==> config.mk <==
export PLATFORM = sky130hd
export DESIGN_NAME = pipe_stage_reg
export DESIGN_NICKNAME = d
export VERILOG_FILES = /design/src/rtl/pipe_stage_reg.sv
export SDC_FILE = /design/constraint.sdc
export NUM_CORES = 1
export LEC_CHECK = 0
export ABC_AREA = 1
export CAP_MARGIN = 20
export CORE_MARGIN = 2
export CORE_UTILIZATION = 44
export CTS_CLUSTER_SIZE = 30
export DETAILED_ROUTE_END_ITERATION = 12
export PLACE_DENSITY = 0.95
export SYNTH_ARGS = -nofsm -noshare
export SYNTH_HDL_FRONTEND = slang
export SYNTH_SLANG_ARGS = --single-unit
==> constraint.sdc <==
create_clock -name i_clk -period 3.1 [get_ports i_clk]
set_input_delay 0.465 -clock i_clk [delete_from_list [all_inputs] [get_ports i_clk]]
set_output_delay 0.465 -clock i_clk [all_outputs]
set_load 0.02 [all_outputs]
==> src/rtl/pipe_stage_reg.sv <==
// Single-beat pipeline register (latency 1) with valid/ready handshake and flush; o_ready = i_ready || !o_valid.
// Define PIPE_STAGE_SKID_EN to add one skid entry so o_ready is driven purely from a flop.
module pipe_stage_reg #(
  parameter int                DATA_W    = 32,
  parameter int                PC_W      = 30,
  parameter logic [DATA_W-1:0] NOP_VALUE = '0
) (
  input  logic              i_clk,
  input  logic              i_rst,
  input  logic              i_valid,
  output logic              o_ready,
  input  logic [DATA_W-1:0] i_instr,
  input  logic [PC_W-1:0]   i_pc,
  input  logic              i_flush,
  output logic              o_valid,
  input  logic              i_ready,
  output logic [DATA_W-1:0] o_instr,
  output logic [PC_W-1:0]   o_pc
);

  logic              valid_q, valid_d;
  logic [DATA_W-1:0] instr_q, instr_d;
  logic [PC_W-1:0]   pc_q, pc_d;
  logic              accept;
  logic              out_free;

  // Output register can take a new beat when it is empty or draining this cycle.
  assign out_free = !valid_q || i_ready;

`ifdef PIPE_STAGE_SKID_EN
  logic              skid_vld_q, skid_vld_d;
  logic [DATA_W-1:0] skid_instr_q, skid_instr_d;
  logic [PC_W-1:0]   skid_pc_q, skid_pc_d;

  assign o_ready = !skid_vld_q;
  assign accept  = i_valid && o_ready;

  always_comb begin
    valid_d      = valid_q;
    instr_d      = instr_q;
    pc_d         = pc_q;
    skid_vld_d   = skid_vld_q;
    skid_instr_d = skid_instr_q;
    skid_pc_d    = skid_pc_q;
    if (i_flush) begin
      valid_d    = 1'b0;
      instr_d    = NOP_VALUE;
      skid_vld_d = 1'b0;
    end else if (out_free) begin
      // A full skid blocks acceptance, so at most one of these sources is live.
      if (skid_vld_q) begin
        valid_d    = 1'b1;
        instr_d    = skid_instr_q;
        pc_d       = skid_pc_q;
        skid_vld_d = 1'b0;
      end else if (accept) begin
        valid_d = 1'b1;
        instr_d = i_instr;
        pc_d    = i_pc;
      end else begin
        valid_d = 1'b0;
      end
    end else if (accept) begin
      skid_vld_d   = 1'b1;
      skid_instr_d = i_instr;
      skid_pc_d    = i_pc;
    end
  end

  always_ff @(posedge i_clk or posedge i_rst) begin
    if (i_rst) begin
      skid_vld_q   <= 1'b0;
      skid_instr_q <= NOP_VALUE;
      skid_pc_q    <= '0;
    end else begin
      skid_vld_q   <= skid_vld_d;
      skid_instr_q <= skid_instr_d;
      skid_pc_q    <= skid_pc_d;
    end
  end
`else
  assign o_ready = out_free;
  assign accept  = i_valid && o_ready;

  always_comb begin
    valid_d = valid_q;
    instr_d = instr_q;
    pc_d    = pc_q;
    if (i_flush) begin
      valid_d = 1'b0;
      instr_d = NOP_VALUE;
    end else if (accept) begin
      valid_d = 1'b1;
      instr_d = i_instr;
      pc_d    = i_pc;
    end else if (i_ready) begin
      valid_d = 1'b0;
    end
  end
`endif

  always_ff @(posedge i_clk or posedge i_rst) begin
    if (i_rst) begin
      valid_q <= 1'b0;
      instr_q <= NOP_VALUE;
      pc_q    <= '0;
    end else begin
      valid_q <= valid_d;
      instr_q <= instr_d;
      pc_q    <= pc_d;
    end
  end

  assign o_valid = valid_q;
  assign o_instr = instr_q;
  assign o_pc    = pc_q;

endmodule

# After elaboration in Yosys (flattened, before gate mapping)

Index checks and enable logic that the tools add are counted.

Muxes and demuxes: 5
Bitwise operators: 1
Reduce and logical (&&, ||, !) cells: 6

Operator list:

| cell              | count |
|---|---|
| $mux 32           | 2 |
| $mux 1            | 3 |
| $reduce_bool 3->1 | 1 |
| $reduce_and 2->1  | 1 |
| $reduce_bool 2->1 | 1 |
| $logic_and 1x1->1 | 1 |
| $logic_not 1->1   | 1 |
| $logic_or 1x1->1  | 1 |
| $not 1->1         | 1 |

Register bits: 63
Bits of input ports: 67
Word-level logic and storage cells: 15
Output and inout bits: 64

# Depth between registers and ports, before layout

Gate-level depths: netlist of the first run.

Depth after elaboration: 5
Depth in mapped cells: 6
Gate-level depth less buffers: 5

# Worst setup path after synthesis of the first run

OpenSTA, ideal clock, no wires.

Kind: reg2out
Start point: register valid_q, in the netlist o_valid
End point: output port o_ready
Stages on the path, launching flop included: 4
Path slack: 1.760 ns
Arrival time: 0.875 ns
Path buffers: 2
Required time: 2.635 ns
Cell sequence: dfrtp_1 > nand2_4 > buf_6 > buf_6

Cells in the longest elaborated chain, start to end: 2

RTL lines:

| element                | line | RTL |
|---|---|---|
| from (decl)            | 21   | `logic valid_q, valid_d;` |
| from (signal assigned) | 108  | `valid_q <= valid_d;` |
| $logic_not 1->1        | 28   | `assign out_free = !valid_q \|\| i_ready;` |
| $logic_or 1x1->1       | 28   |  |
| to (decl)              | 11   | `output logic o_ready,` |

Every way passes these cells.

# Final worst setup path of the first run

Start point: input port i_ready
End point: output port o_ready

Cells in the longest elaborated chain, start to end: 1

RTL lines:

| element          | line | RTL |
|---|---|---|
| from (decl)      | 16   | `input logic i_ready,` |
| $logic_or 1x1->1 | 28   |  |

Every way passes these cells.

==> results.cfg, run 1 <==
[run_status]
outcome = finished clean

[pwr]
p_leak_nw = 1.95
peakVddDrop_mv = 0.299
power_density_mw_per_mm2 = 499

[yosys]
ys_ff_latch = 63
synthMuxAreaShare_pct = 0
synth-warning-count = 0
synthAdderAreaFrac_pct = 0
syn_area_per_cell_um2 = 9.71
syn_area_mm2 = 0.00279
synth_compound_area_share_pct = 0.180
synth-simple-area-share_pct = 33.3
synthDistinctLibCells = 13
ys_seq_area_share_pct = 56.6
synth_top_family_by_area = simple AND/OR/NAND/NOR gates
syn_inst = 287
yosys.area_share.xor_xnor_pct = 0
syn_nets = 354

[place]
place.gp.congestion = 0.777
dp.cells = 467
dp_hpwl_um = 5320
place.port_buffers = 130

[setup_path]
setup.worst_path.end_class = output pin
required_ns = 2.63
path_class = input port to output pin
critPathMaxStageDelay_ns = 0.68
slowest_stage = clkdlybuf4s50_1
cp_cell_sequence = clkdlybuf4s50_1, inv_2, nand2_4, clkdlybuf4s50_1
cp-start-kind = input port
crit_top_cell = clkdlybuf4s50_1
path_max_fanout = 35
cp.arrival_ns = 1.95

[cells_and_area]
drive_above_1_share_pct = 5.67
area.growth.synth_to_final_pct = 47.4
antennaDiodeCount = 0
nFillCells = 495
fin_cells = 481
regArea_mm2 = 0.00158
multi_input_area_um2 = 933
num-nets-final = 470
final_common_cell = clkdlybuf4s50_1
final_cell_mix = clkdlybuf4s50_1, nand2_1, dfrtp_1

[global_route]
grt_max_degree = 66
grt-ovfl-total = 0
grt_pass1_wl_um = 12600
track_usage_pct = 22.4
antenna_found_initial = 0
first_global_vias = 2701

[clocking]
root_buffer = clkbuf_8
clkTransAtPathRegs_ns = 0.06
clk_latency_ns = 0.32
cts.path.max_buffers = 2
numCtsBuffers = 9
cts_setup_buffers = 0
post_cts_resized = 0
holdBufCountCts = 0
clock_sinks = 63
cts_tree = done
cts_max_level = 3

[floorplanning]
dieArea_mm2 = 0.00699
die_h_um = 83.6
die_width_um = 83.6
core-area_mm2 = 0.00603
initial_core_util_pct = 46.3
ioPinCount = 131
num_rows = 28

[timing]
tightest_slew_ns = 0.709
final_max_slew_viol_count = 0
finalSetupViolCount = 0
finalCritPeriodShare_pct = 77.9
slew_headroom_pct = 52.6
max_freq_mhz = 414
period_needed_ns = 2.41
fin_worst_skew_ns = 0.00558
setup_tns_ns = 0
hold_viol_final = 0
rsz0062_at_grt = false

[drt]
dr.pass1.iters = 4
ant_nets = 0
wl_per_cell_um = 16.1
vias = 2577
via_per_inst = 5.36
drc_errors = 0
wirelength_um = 7750
first_iter_violations = 87

[flow_run]
maxCapViolCount = 0

[hold_path]
hold_path.class = register to register
## cells in the mapped netlist
master,number,share of area (%)
nand4_1,62,14
a21oi_1,1,0.18
nand2_1,92,12
buf_4,10,2.7
inv_1,2,0.27
dfrtp_1,63,57
nand2_2,1,0.22
buf_6,14,5.7
nand3_4,1,0.63
buf_2,6,1.1
nand3_1,32,5.7
nand2_4,1,0.40
inv_2,2,0.27
## routing by layer
metal,track usage [%],share of wire [%]
met3,5.84,6.2
met2,38.5,52
met4,8.65,1.3
met5,0,0
met1,26.8,41
## cell families after synthesis
kind of cell,after synthesis
AO/OA/AOI/OAI,1
flip-flops,63
AND/OR/NAND/NOR,189
buffers and inverters,34
## state kept, by name, summed over array words and instances, names as in the netlist
| signal | flops |
|---|---|
| o_instr | 32 |
| o_pc | 30 |
| o_valid | 1 |
## path summary, 6_finish.rpt
path	start	endpoint	slack, ns	depth (start not counted)
setup / recovery	i_ready	o_ready	0.69	4
hold / removal	o_pc[12]	o_pc[12]	0.47	2
setup reg to reg	o_valid	o_instr[15]	1.46	4
hold reg to reg	o_pc[12]	o_pc[12]	0.47	2
max in group asynchronous	i_rst	o_instr[20]	1.81	3
min in group asynchronous	i_rst	o_instr[10]	0.58	2
## where the power goes
part           internal, mW  switching, mW
clock network         0.279          0.284
registers             0.905         0.0483
logic                 0.258          0.276
## cell type report
| type | count | area share [%] |
|---|---|---|
| Sequential cell | 63 | 38.4 |
| Timing Repair Buffer | 135 | 32.8 |
| Multi-Input combinational cell | 190 | 22.7 |
| Clock buffer | 12 | 3.29 |
| Tap cell | 75 | 2.28 |
| Inverter | 4 | 0.365 |
| Clock inverter | 2 | 0.244 |
## per-stage QoR
step | setup slack (ns) | total power [mW] | area, um^2 | hold slack (ns) | util [%]
after floorplan | 1.07 | 1.22 | 2790 | 0.528 | -
after global placement | 0.692 | 1.49 | 3970 | 0.453 | 65.8
after detailed placement | 0.680 | 1.50 | 3970 | 0.459 | 65.8
after CTS | 0.670 | 2.07 | 4110 | 0.474 | 68.2
after global routing | 0.620 | 2.15 | 4110 | 0.493 | 68.2
final | 0.685 | 2.05 | 4110 | 0.471 | 68.2
## critical path, delay by kind of cell
kind                   cells  cell delay, ns
buffers and inverters      3            1.20
AND/OR/NAND/NOR            1            0.28
No activity file was read; power rests on OpenSTA's default activity.
==> inputs of run 2 (changes only) <==
--- a/config.mk
+++ b/config.mk
@@ -8,10 +8,10 @@
 export ABC_AREA = 1
 export CAP_MARGIN = 20
 export CORE_MARGIN = 2
-export CORE_UTILIZATION = 44
+export CORE_UTILIZATION = 37
 export CTS_CLUSTER_SIZE = 30
 export DETAILED_ROUTE_END_ITERATION = 12
-export PLACE_DENSITY = 0.95
+export PLACE_DENSITY = 0.87
 export SYNTH_ARGS = -nofsm -noshare
 export SYNTH_HDL_FRONTEND = slang
 export SYNTH_SLANG_ARGS = --single-unit
==> constraint.sdc (replaced) <==
create_clock -name i_clk -period 2.1 [get_ports i_clk]
set_input_delay 0.315 -clock i_clk [delete_from_list [all_inputs] [get_ports i_clk]]
set_output_delay 0.315 -clock i_clk [all_outputs]
set_load 0.02 [all_outputs]
==> run 2 against run 1 <==
Die area rose by 18%; global-route usage down 4.0 points; non-clock buffer count is 3 higher; register-to-register slack lost 1.0 ns; first-iteration DRC count up 20%; routed wire length shrank 4.0%; count of clock-buffer cells in the layout did not move; utilization decreased by 10 points; cell area grew 2.7%; critical path type unchanged; critical endpoint unchanged; largest cell class unchanged; largest power group unchanged; highest routed layer unchanged.
==> results.cfg, run 2 (same netlist as run 1, synthesis figures left out) <==
[timing]
finalSetupViolCount = 0
period_needed_ns = 1.81
whs_ns = 0.395
final_max_slew_viol_count = 0
max_freq_mhz = 554
tightest_slew_ns = 0.576
finalCritPeriodShare_pct = 86.0
slew_headroom_pct = 61.4
setup_ws_ns = 0.294
hold_viol_final = 0
rsz0062_at_grt = false
fin_worst_skew_ns = 0.00546

[cells_and_area]
drive_above_1_share_pct = 6.81
num-nets-final = 473
final_cell_mix = clkdlybuf4s50_1, nand2_1, dfrtp_1
final_common_cell = clkdlybuf4s50_1
antennaDiodeCount = 0
utilization_pct = 57.9
largest_register_ffs = 32
final_area_mm2 = 0.00422
nFillCells = 666
area.growth.synth_to_final_pct = 51.5

[setup_path]
regToRegStartpoint = o_valid
required_ns = 1.78
cp.arrival_ns = 1.49
setup.worst_path.end_class = output pin
path_max_fanout = 2
path_buf_inv = 3
reg2reg_depth = 5
r2r_end = o_instr[15]
rrSetupSlack_ns = 0.42
path_class = input port to output pin
crit_top_cell = clkdlybuf4s50_1
slowest_stage = clkdlybuf4s50_1
critPathMaxStageDelay_ns = 0.60
cp_cell_sequence = clkdlybuf4s50_1, inv_2, nand2_4, clkdlybuf4s50_1
critical_path.top_delay_family = buffers and inverters
cp-start-kind = input port

[floorplanning]
die_width_um = 90.8
num_rows = 31
dieArea_mm2 = 0.00824
die_h_um = 90.8
core-area_mm2 = 0.00729
initial_core_util_pct = 38.2
ioPinCount = 131

[global_route]
busiest_layer = met2
grtUsageMet3_pct = 4.76
grt_pass1_wl_um = 12300
antenna_found_initial = 0
grt_max_degree = 60
grt-ovfl-total = 0
gr-usage-met2_pct = 29.9
track_usage_pct = 18.4
first_global_vias = 2538
use_met1_pct = 23.0

[hold_path]
hold_path.class = input port to async pin

[run_status]
outcome = finished clean

[drt]
drc_errors = 0
vias = 2552
wirelength_um = 7440
ant_nets = 0
first_iter_violations = 104
wl_per_cell_um = 14.6
via_per_inst = 5.00
dr.pass1.iters = 4

[pwr]
power_density_mw_per_mm2 = 776
p_leak_nw = 2.00
peakVddDrop_mv = 0.416

[clocking]
clkTransAtPathRegs_ns = 0.07
cts_setup_buffers = 0
cts.path.max_buffers = 2
numCtsBuffers = 9
holdBufCountCts = 0
post_cts_resized = 0
clk_latency_ns = 0.32
cts_max_level = 3
clock_sinks = 63
root_buffer = clkbuf_8
cts_tree = done

[place]
place.gp.congestion = 0.717
post-place-ws_ns = -0.0262
place_area_mm2 = 0.00402
place.port_buffers = 130
dp_hpwl_um = 5220

[flow_run]
maxCapViolCount = 0
run 2: final cells by class:
class | instances | area (um^2) | area share [%]
flip-flops and latches | 63 | 1580 | 37.3
repair buffers | 138 | 1370 | 32.4
inverters | 4 | 15.0 | 0.356
well taps | 99 | 124 | 2.93
clock buffers | 12 | 135 | 3.20
multi-input cells | 190 | 933 | 22.1
clock inverters | 4 | 70.1 | 1.66
run 2: through the flow:
step           instances  setup TNS, ns  total power [mW]
6_report             510              0              3.28
5_1_grt              510              0              3.44
3_3_place_gp         494              0              2.20
4_1_cts              510              0              3.32
2_1_floorplan        287              0              1.81
3_5_place_dp         494         -0.114              2.22
run 2: tightest hold or removal path: cells and delay by family:
family / cells / cell delay [ns]
buffers and inverters: 3 / 0.80
run 2: per-layer routing:
metal	share of wire [%]	wire [um]
met4	2.1	157
met3	7.5	558
met1	42	3110
met5	0	0
met2	49	3620
run 2: power by group:
part           internal [mW]  total [mW]  switching (mW)
Clock                  0.666        1.09           0.420
Combinational          0.384       0.783           0.399
Sequential              1.34        1.41          0.0705
run 2: worst max-delay path by stage:
stage                  from          end  slack (ns)  depth (start not counted)
floorplan             i_rst   o_instr[0]        0.22                          1
global placement    i_ready  o_instr[26]        0.05                          7
detailed placement  i_ready   o_instr[2]       -0.03                          7
CTS                 i_ready      o_ready        0.30                          4
global route        i_ready  o_instr[21]        0.21                          7
finish              i_ready      o_ready        0.29                          4
==> inputs of run 3 (changes only) <==
--- a/config.mk
+++ b/config.mk
@@ -9,6 +9,7 @@
 export CAP_MARGIN = 20
 export CORE_MARGIN = 2
 export CORE_UTILIZATION = 37
+export CTS_CLUSTER_DIAMETER = 150
 export CTS_CLUSTER_SIZE = 30
 export DETAILED_ROUTE_END_ITERATION = 12
 export PLACE_DENSITY = 0.87
==> results of run 3 <==
Final layout, timing and power as in run 2 (identical DEF).
